## config.mk

```make
export PLATFORM = sky130hd
export DESIGN_NAME = wb_pipe
export DESIGN_NICKNAME = d
export VERILOG_FILES = /design/src/rtl/wb_pipe.sv
export SDC_FILE = /design/constraint.sdc
export NUM_CORES = 1
export LEC_CHECK = 0
export ABC_AREA = 1
export CORE_MARGIN = 3
export CORE_UTILIZATION = 41
export CTS_CLUSTER_SIZE = 14
export DETAILED_ROUTE_END_ITERATION = 8
export GPL_TIMING_DRIVEN = 0
export PLACE_DENSITY_LB_ADDON = 0.1
export RECOVER_POWER = 50
export REMOVE_ABC_BUFFERS = 1
export SLEW_MARGIN = 20
export SYNTH_ARGS = -nofsm -noshare
export SYNTH_HDL_FRONTEND = slang
export SYNTH_SLANG_ARGS = --single-unit
```

## constraint.sdc

```tcl
create_clock -name clk -period 1.2 [get_ports clk]
set_input_delay 0.12 -clock clk [delete_from_list [all_inputs] [get_ports clk]]
set_output_delay 0.12 -clock clk [all_outputs]
set_load 0.03 [all_outputs]
```

## src/rtl/wb_pipe.sv

```systemverilog
// rtl/wb_pipe.sv - write-back stage: source mux, output register plus skid entry, bypass and write counter
module wb_pipe #(
  parameter int DATA_W  = 8,
  parameter int RD_W    = 2,
  parameter int ZERO_RO = 0,
  parameter int CNT_W   = 16
) (
  input  logic              clk,
  input  logic              rst_n,
  input  logic              in_valid,
  output logic              in_ready,
  input  logic              WR,
  input  logic [1:0]        RM,
  input  logic [DATA_W-1:0] ACOUT,
  input  logic [DATA_W-1:0] MEMOUT,
  input  logic [DATA_W-1:0] IMM,
  input  logic [DATA_W-1:0] LINK,
  input  logic [RD_W-1:0]   rd,
  output logic              out_valid,
  input  logic              out_ready,
  output logic [DATA_W-1:0] data,
  output logic              WROut,
  output logic [RD_W-1:0]   rdOut,
  output logic              fwd_valid,
  output logic [RD_W-1:0]   fwd_rd,
  output logic [DATA_W-1:0] fwd_data,
  output logic [CNT_W-1:0]  wr_count
);

  typedef enum logic [1:0] {EMPTY, ONE, TWO} state_t;

  state_t              state_q, state_d;
  logic [DATA_W-1:0]   or_data_q, or_data_d, sk_data_q, sk_data_d;
  logic                or_we_q, or_we_d, sk_we_q, sk_we_d;
  logic [RD_W-1:0]     or_rd_q, or_rd_d, sk_rd_q, sk_rd_d;
  logic [CNT_W-1:0]    cnt_q, cnt_d;
  logic [DATA_W-1:0]   sel_data;
  logic                sel_we;
  logic                accept, retire;

  assign in_ready  = (state_q != TWO);
  assign out_valid = (state_q != EMPTY);
  assign accept    = in_valid && in_ready;
  assign retire    = out_valid && out_ready;
  assign data      = or_data_q;
  assign WROut     = or_we_q;
  assign rdOut     = or_rd_q;
  assign wr_count  = cnt_q;

  always_comb begin
    sel_data = ACOUT;
    case (RM)
      2'd0:    sel_data = ACOUT;
      2'd1:    sel_data = MEMOUT;
      2'd2:    sel_data = IMM;
      default: sel_data = LINK;
    endcase
    sel_we = WR && !((ZERO_RO != 0) && (rd == '0));
  end

  always_comb begin
    state_d   = state_q;
    or_data_d = or_data_q;
    or_we_d   = or_we_q;
    or_rd_d   = or_rd_q;
    sk_data_d = sk_data_q;
    sk_we_d   = sk_we_q;
    sk_rd_d   = sk_rd_q;
    cnt_d     = cnt_q;
    if (retire && or_we_q) cnt_d = cnt_q + CNT_W'(1);
    case (state_q)
      EMPTY: begin
        if (accept) begin
          or_data_d = sel_data;
          or_we_d   = sel_we;
          or_rd_d   = rd;
          state_d   = ONE;
        end
      end
      ONE: begin
        if (accept && retire) begin
          or_data_d = sel_data;
          or_we_d   = sel_we;
          or_rd_d   = rd;
        end else if (accept) begin
          sk_data_d = sel_data;
          sk_we_d   = sel_we;
          sk_rd_d   = rd;
          state_d   = TWO;
        end else if (retire) begin
          state_d = EMPTY;
        end
      end
      TWO: begin
        // skid entry is always the younger beat, so it drains into OR on retire
        if (retire) begin
          or_data_d = sk_data_q;
          or_we_d   = sk_we_q;
          or_rd_d   = sk_rd_q;
          state_d   = ONE;
        end
      end
      default: state_d = EMPTY;
    endcase
  end

  always_comb begin
    fwd_valid = 1'b0;
    fwd_rd    = '0;
    fwd_data  = '0;
    if (state_q == TWO) begin
      fwd_valid = sk_we_q;
      fwd_rd    = sk_rd_q;
      fwd_data  = sk_data_q;
    end else if (state_q == ONE) begin
      fwd_valid = or_we_q;
      fwd_rd    = or_rd_q;
      fwd_data  = or_data_q;
    end
  end

  always_ff @(posedge clk or negedge rst_n) begin
    if (!rst_n) begin
      state_q   <= EMPTY;
      or_data_q <= '0;
      or_we_q   <= 1'b0;
      or_rd_q   <= '0;
      sk_data_q <= '0;
      sk_we_q   <= 1'b0;
      sk_rd_q   <= '0;
      cnt_q     <= '0;
    end else begin
      state_q   <= state_d;
      or_data_q <= or_data_d;
      or_we_q   <= or_we_d;
      or_rd_q   <= or_rd_d;
      sk_data_q <= sk_data_d;
      sk_we_q   <= sk_we_d;
      sk_rd_q   <= sk_rd_d;
      cnt_q     <= cnt_d;
    end
  end

endmodule
```

# Word level (Yosys, flattened, before mapping)
# Cells that the tools add are included.
# word_totals
register_bits,40
input_bits,41
output_inout_bits,40
# op_classes
add_sub_neg,1
eq_ne,10
mux,25
bitwise,1
reduce_logical,11
# ops
operator,count
8-bit case mux with 3 select lines,2
8-bit two-way mux,5
2-bit two-way mux,10
"16-bit by 1-bit adder with 16-bit output, second input constant",1
2-bit case mux with 3 select lines,2
"2-bit inequality test, second input constant",5
4-bit AND reduction,2
1-bit two-way mux,5
"2-bit by 1-bit == test with 1-bit output, second input constant",2
"2-bit == test, second input constant",2
1-bit logical AND,4
2-bit zero test,2
"3-bit inequality test, second input constant",1
1-bit case mux with 3 select lines,1
3-bit AND reduction,1
3-bit nonzero test,1
2-bit nonzero test,1
1-bit NOT,1

# Logic depth before layout (Yosys ltp)
# Gate-level depths: netlist of the first run.
# logic_depth
depth_word,6
ltp_mapped,9
depth_no_buf,9

# Worst setup path after synthesis of the first run
# Ideal clock, no wire load.
# synth_timing
path_kind,flip-flop to output port
start,register state_q[0]
end,output port fwd_data[0]
t_arrival_ps,1720
path_slack_ps,-640
path_stages_with_launch,6
path_buffers,2
path_cell_list,dfrtp_1 -> inv_1 -> nand2_1 -> buf_4 -> clkbuf_1 -> o21ai_0
# synth_via
elab_chain_len,3
# synth_rtl
item,line,rtl
from (decl),32,"state_t state_q, state_d;"
from (signal assigned),133,state_q <= state_d;
2-bit by 1-bit == test with 1-bit output,115,end else if (state_q == ONE) begin
8-bit two-way mux,115,
8-bit two-way mux (*),111,if (state_q == TWO) begin
to (decl),26,"output logic [DATA_W-1:0] fwd_data,"
# Mark *: on every way between the ends. The rest lies on a longest branch, timed or not.

# Worst setup path in the final report of the first run
# layout_timing
start,register state_q[1]
end,output port fwd_rd[0]
# layout_via
elab_chain_len,3
# layout_rtl
item,line,rtl
2-bit by 1-bit == test with 1-bit output,115,
2-bit two-way mux,115,
2-bit two-way mux (*),111,
to (decl),25,"output logic [RD_W-1:0] fwd_rd,"
# Marks and branches as above.

==> results.cfg, run 1 <==
[status]
status = finished with violations
violations = negative setup slack

[pwr]
ir_worst_vdd_mv = 1.42
power_density_nw_per_um2 = 2190
p_leak_uw = 0.00184

[min_path]
holdPathStages = 3
hp-class = input port to register
hold_path_end = sk_rd_q[1]
hp-start = rd[1]

[setup_path]
worst-endpoint-arrival_ns = 1.46
slowest_delay_ns = 0.52
criticalPathCategory = register to primary output
crit_chain = buf_12 -> nand2_8 -> inv_8 -> nand2_2 -> o21ai_1 -> buf_4
cp-end-kind = primary output
cp-start-kind = register
crit_fanout = 6
timing.rr.start = state_q[1]
cp_num_buf_inv = 3
worstReg2RegEnd = data[1]
r2r_cells = 8
rrSetupSlack_ns = -0.32
critPathSlowestCell = dfrtp_2
required_ns = 1.08
path_delay_family = flip-flops

[sta]
layout_setup_ws_ns = -0.383
period_minus_slack_ns = 1.58
setup_violations = 53
maxSlewHeadroom_pct = 47.7
fmax_mhz = 632
tightest_slew_ns = 0.784
timing.hold.ws_ns = 0.369
drv_slew = 0
rsz0062_at_grt = yes
min_period_over_period_pct = 132
clock_skew_ns = 0.00948
finalHoldViolCount = 0

[global_routing]
globalRouteOverflowTotal = 0
grt_pass1_vias = 2537
grt.total_usage_pct = 25.3
antenna_found_initial = 0
grt_max_degree = 29
grt_pass1_wl_um = 12500

[place]
post-place-ws_ns = -1.06
dp_hpwl_um = 4510
gp_congestion = 0.820
io_buffers = 80
dp_cells = 455

[routing]
drt_iter0_drc = 205
drc = 0
drt_wl_total_um = 8670
detail_route.vias_per_cell = 5.38
dr.pass1.iters = 4
routedWlPerCell_um = 17.3
dr_total_vias = 2701
drtAntennaViolNets = 0

[floorplan]
initial_core_util_pct = 43.3
io_pins = 81
die-area_um2 = 6460
core_area_um2 = 5240
die_w_um = 80.4
rows = 26
die_h_um = 80.4

[clock_network]
clkLatencyLatePin_ns = 0.31
cts_buffers = 5
cts_root_buf = clkbuf_8
cts_sinks = 40
tritoncts = yes
clk_pin_slew_ns = 0.09
h-tree-depth = 2
cts.path.max_buffers = 2

[yosys]
synth_top_area_cell = dfrtp_1
post_synth.cell_area_avg_um2 = 7.25
ys_types = 23
synthCells = 313
synth_top_cell_area_share_pct = 44.1
ys_ff_latch = 40
yosysSeqAreaShare_pct = 44.1
syn_area_um2 = 2270
synth_warnings = 0
synth.area.top_cells = dfrtp_1 (44%), nand2_1 (14%), a21oi_1 (7.5%)

[final_layout]
area_growth_syn_to_layout_pct = 79.6
mostFrequentLayoutCells = nand2_1 (63), clkdlybuf4s50_1 (36), dfrtp_1 (33), inv_1 (30)
antenna_cells = 0
layout.cells.non_filler = 502
nets = 474
final_common_cell = nand2_1
drive_gt1_share_pct = 42.6

[flow_run]
max-cap-violations = 0
-- flip-flops by register name (all words and copies together) (netlist names) --
signal / flops
wr_count: 16
sk_we_q: 1
state_q: 2
data: 8
sk_rd_q: 2
sk_data_q: 8
rdOut: 2
WROut: 1
-- worst register-to-register path, cell delays in order, from the launching register on --
cell	delay [ns]
dfrtp_2	0.51
buf_6	0.16
nor2_4	0.13
inv_2	0.07
nand2_2	0.08
nand2_4	0.11
buf_8	0.17
a21oi_4	0.12
a21oi_2	0.06
-- synthesized netlist by cell type (all sizes together) --
cell type,count
inv,38
or2,8
nand4,1
xnor2,4
nand3,20
nor3,2
dfrtp,40
nor2,31
ha,1
xor2,3
o21ai,34
nand2,85
clkbuf,1
buf,8
a21oi,34
nand3b,3
-- cell families (layout without fill, tap and decap cells) --
group	Yosys count	count (layout)	share of synthesized area [%]
fa+ha+maj	1	1	0.551
buf+inv	47	160	9.04
simple gates	150	156	28.6
xor+xnor	7	7	2.70
compound gates	68	68	15.0
flops	40	40	44.1
-- metal layers --
metal  GRT usage [%]  vias to the layer above  share of wire (%)
met3            4.71                       27                6.4
met2            41.1                      107                 50
met4            7.43                        0                3.1
li1                -                     1252                  -
met1            34.4                     1315                 40
met5               0                        -                  0
-- through the flow --
stage / area (µm²) / utilization [%] / setup TNS, ns / power (µW)
CTS: 3780 / 72.3 / -10.76 / 7990
global route: 4080 / 77.8 / -17.28 / 9370
finish: 4080 / 77.8 / -14.08 / 8950
detailed placement: 3110 / 59.4 / -32.96 / 5670
global placement: 3100 / 59.1 / -73.60 / 5620
floorplan: 2210 / - / -17.15 / 4170
-- how the worst max path moves through the flow --
| stage | from | to | slack (ns) | cells past startpoint |
|---|---|---|---|---|
| after floorplan | state_q[0] | fwd_data[0] | -0.63 | 3 |
| after global placement | state_q[0] | fwd_valid | -1.09 | 6 |
| after detailed placement | state_q[0] | fwd_valid | -1.06 | 6 |
| after CTS | state_q[1] | fwd_valid | -0.34 | 6 |
| after global routing | state_q[0] | fwd_rd[0] | -0.40 | 5 |
| final | state_q[1] | fwd_rd[0] | -0.38 | 6 |
-- report_power, final --
part           switching (µW)  internal (µW)  total [µW]  leakage [µW]
Clock                     508            819        1330     0.0000642
Sequential                503           1820        2320      0.000462
Combinational            3100           2200        5300       0.00132
-- area by class of cell --
type	count	area (µm²)
clock inverters	2	60.1
clock buffers	5	68.8
well taps	70	87.6
inverters	38	168
repair inverters	1	16.3
multi-input cells	232	1540
fillers	346	1160
repair buffers	114	1120
flip-flops and latches	40	1010
-- repair_timing --
| item | 4_1_cts | 5_1_grt |
|---|---|---|
| buffers inserted | 21 | 14 |
| gates resized for setup | 259 | 97 |
| pin swaps | 22 | 16 |
| hold buffers | 1 | 0 |
| setup endpoints to repair | 78 | 71 |
| cloned | 7 | 0 |
| endpoints found under the hold margin | 12 | 0 |
(Power assumes the default switching activity.)
==> inputs of run 2 (changes only) <==
Settings changed: CTS_BUF_LIST set to sky130_fd_sc_hd__clkbuf_16.
==> results.cfg, run 2 (synthesis gave the netlist of run 1 again) <==
[final_layout]
antenna_cells = 0
seq_area_um2 = 1010
mostFrequentLayoutCells = nand2_1 (63), clkdlybuf4s50_1 (36), dfrtp_1 (35), inv_1 (32), buf_4 (28)
largest_reg_flops = 16
drive_gt1_share_pct = 33.3
fillers = 398
nets = 468
multi_input_area_um2 = 1340
area_growth_syn_to_layout_pct = 68.4
final_common_cell = nand2_1

[clock_network]
clk_pin_slew_ns = 0.06
h-tree-depth = 2
cts_sinks = 40
clkLatencyLatePin_ns = 0.28
cts_buffers = 5
tritoncts = yes
cts.path.max_buffers = 2
cts_root_buf = clkbuf_16

[global_routing]
antenna_found_initial = 0
grt_max_degree = 29
globalRouteOverflowTotal = 0
grt.total_usage_pct = 21.5
grt_pass1_vias = 2303
grt_pass1_wl_um = 10800

[sta]
setup_violations = 53
drv_slew = 0
period_minus_slack_ns = 1.58
finalHoldViolCount = 0
maxSlewHeadroom_pct = 48.9
timing.hold.ws_ns = 0.407
clock_skew_ns = 0.00689
tightest_slew_ns = 0.767
fmax_mhz = 633
layout_setup_ws_ns = -0.380
rsz0062_at_grt = yes
min_period_over_period_pct = 132

[routing]
dr_total_vias = 2523
drtAntennaViolNets = 0
routedWlPerCell_um = 15.0
drt_iter0_drc = 118
detail_route.vias_per_cell = 5.09
dr.pass1.iters = 5
drc = 0
drt_wl_total_um = 7430

[floorplan]
rows = 26
initial_core_util_pct = 43.3
io_pins = 81
die_h_um = 80.4
die_w_um = 80.4
core_area_um2 = 5240
die-area_um2 = 6460

[pwr]
p_leak_uw = 0.00178
power_density_nw_per_um2 = 2170
ir_worst_vdd_mv = 1.43

[flow_run]
max-cap-violations = 0

[setup_path]
required_ns = 1.08
crit_fanout = 4
crit_chain = inv_4 -> nor2_4 -> inv_1 -> o21ai_1 -> buf_4
r2r_cells = 7
worst-endpoint-arrival_ns = 1.46
cp-end-kind = primary output
timing.rr.start = state_q[0]
critPathSlowestCell = dfrtp_2
slowest_delay_ns = 0.43
cp-start-kind = register
rrSetupSlack_ns = -0.31
criticalPathCategory = register to primary output
worstReg2RegEnd = sk_data_q[1]

[place]
io_buffers = 80
post-place-ws_ns = -1.06
gp_congestion = 0.820
dp_hpwl_um = 4510

[min_path]
hold_path_end = sk_rd_q[1]
hp-start = rd[1]
hp-class = input port to register
holdPathStages = 3

[status]
violations = negative setup slack
status = finished with violations
run 2: per-stage QoR:
step | cell area, µm² | std cells | util [%] | power, µW | setup TNS [ns]
after CTS | 3460 | 477 | 66.0 | 7480 | -10.93
final | 3820 | 496 | 73.0 | 8300 | -12.54
after global routing | 3820 | 496 | 73.0 | 8730 | -15.69
after detailed placement | 3110 | 455 | 59.4 | 5670 | -32.96
after global placement | 3100 | 454 | 59.1 | 5620 | -73.60
after floorplan | 2210 | 304 | - | 4170 | -17.15
run 2: cell type report:
cell class	count	share of cell area [%]
multi-input combinational	230	35.2
inverter	38	4.32
timing repair buffer	110	26.8
clock inverter	2	1.57
sequential	40	26.4
timing repair inverter	1	0.164
tap	70	2.29
clock buffer	5	3.27
run 2: repair_timing:
action / 4_1_cts / 5_1_grt
setup endpoints to repair: 78 / 67
pin swaps: 8 / 21
endpoints found under the hold margin: 12 / 0
hold buffers: 1 / 0
buffers inserted: 13 / 15
gates resized for setup: 165 / 109
cloned: 1 / 4
run 2: power by group:
| group | internal, µW | switching [µW] |
|---|---|---|
| Sequential | 1820 | 400 |
| Clock | 1180 | 518 |
| Combinational | 1720 | 2660 |
| Total | 4720 | 3580 |
run 2: metal layers:
metal / up-vias / track usage [%] / part of all wire, % / wire length [µm]
met5: - / 0 / 0 / 0
met4: 0 / 5.07 / 0.75 / 56
met3: 6 / 4.71 / 5.7 / 427
met2: 71 / 35.8 / 50 / 3690
met1: 1215 / 28.3 / 44 / 3260
li1: 1231 / - / - / -
run 2: worst max-delay path by stage:
stage                     from  slack [ns]          end  cells after the start
global placement    state_q[0]       -1.09    fwd_valid                      6
detailed placement  state_q[0]       -1.06    fwd_valid                      6
finish              state_q[0]       -0.38    fwd_valid                      5
floorplan           state_q[0]       -0.63  fwd_data[0]                      3
CTS                 state_q[1]       -0.35    out_valid                      3
global route        state_q[0]       -0.42  fwd_data[5]                      6
run 2: critical path, delay by kind of cell, from the launching register on:
family	cells	cell delay, ns
flip-flops	1	0.43
buffers and inverters	3	0.38
AND/OR/NAND/NOR	1	0.21
AO/OA/AOI/OAI	1	0.15
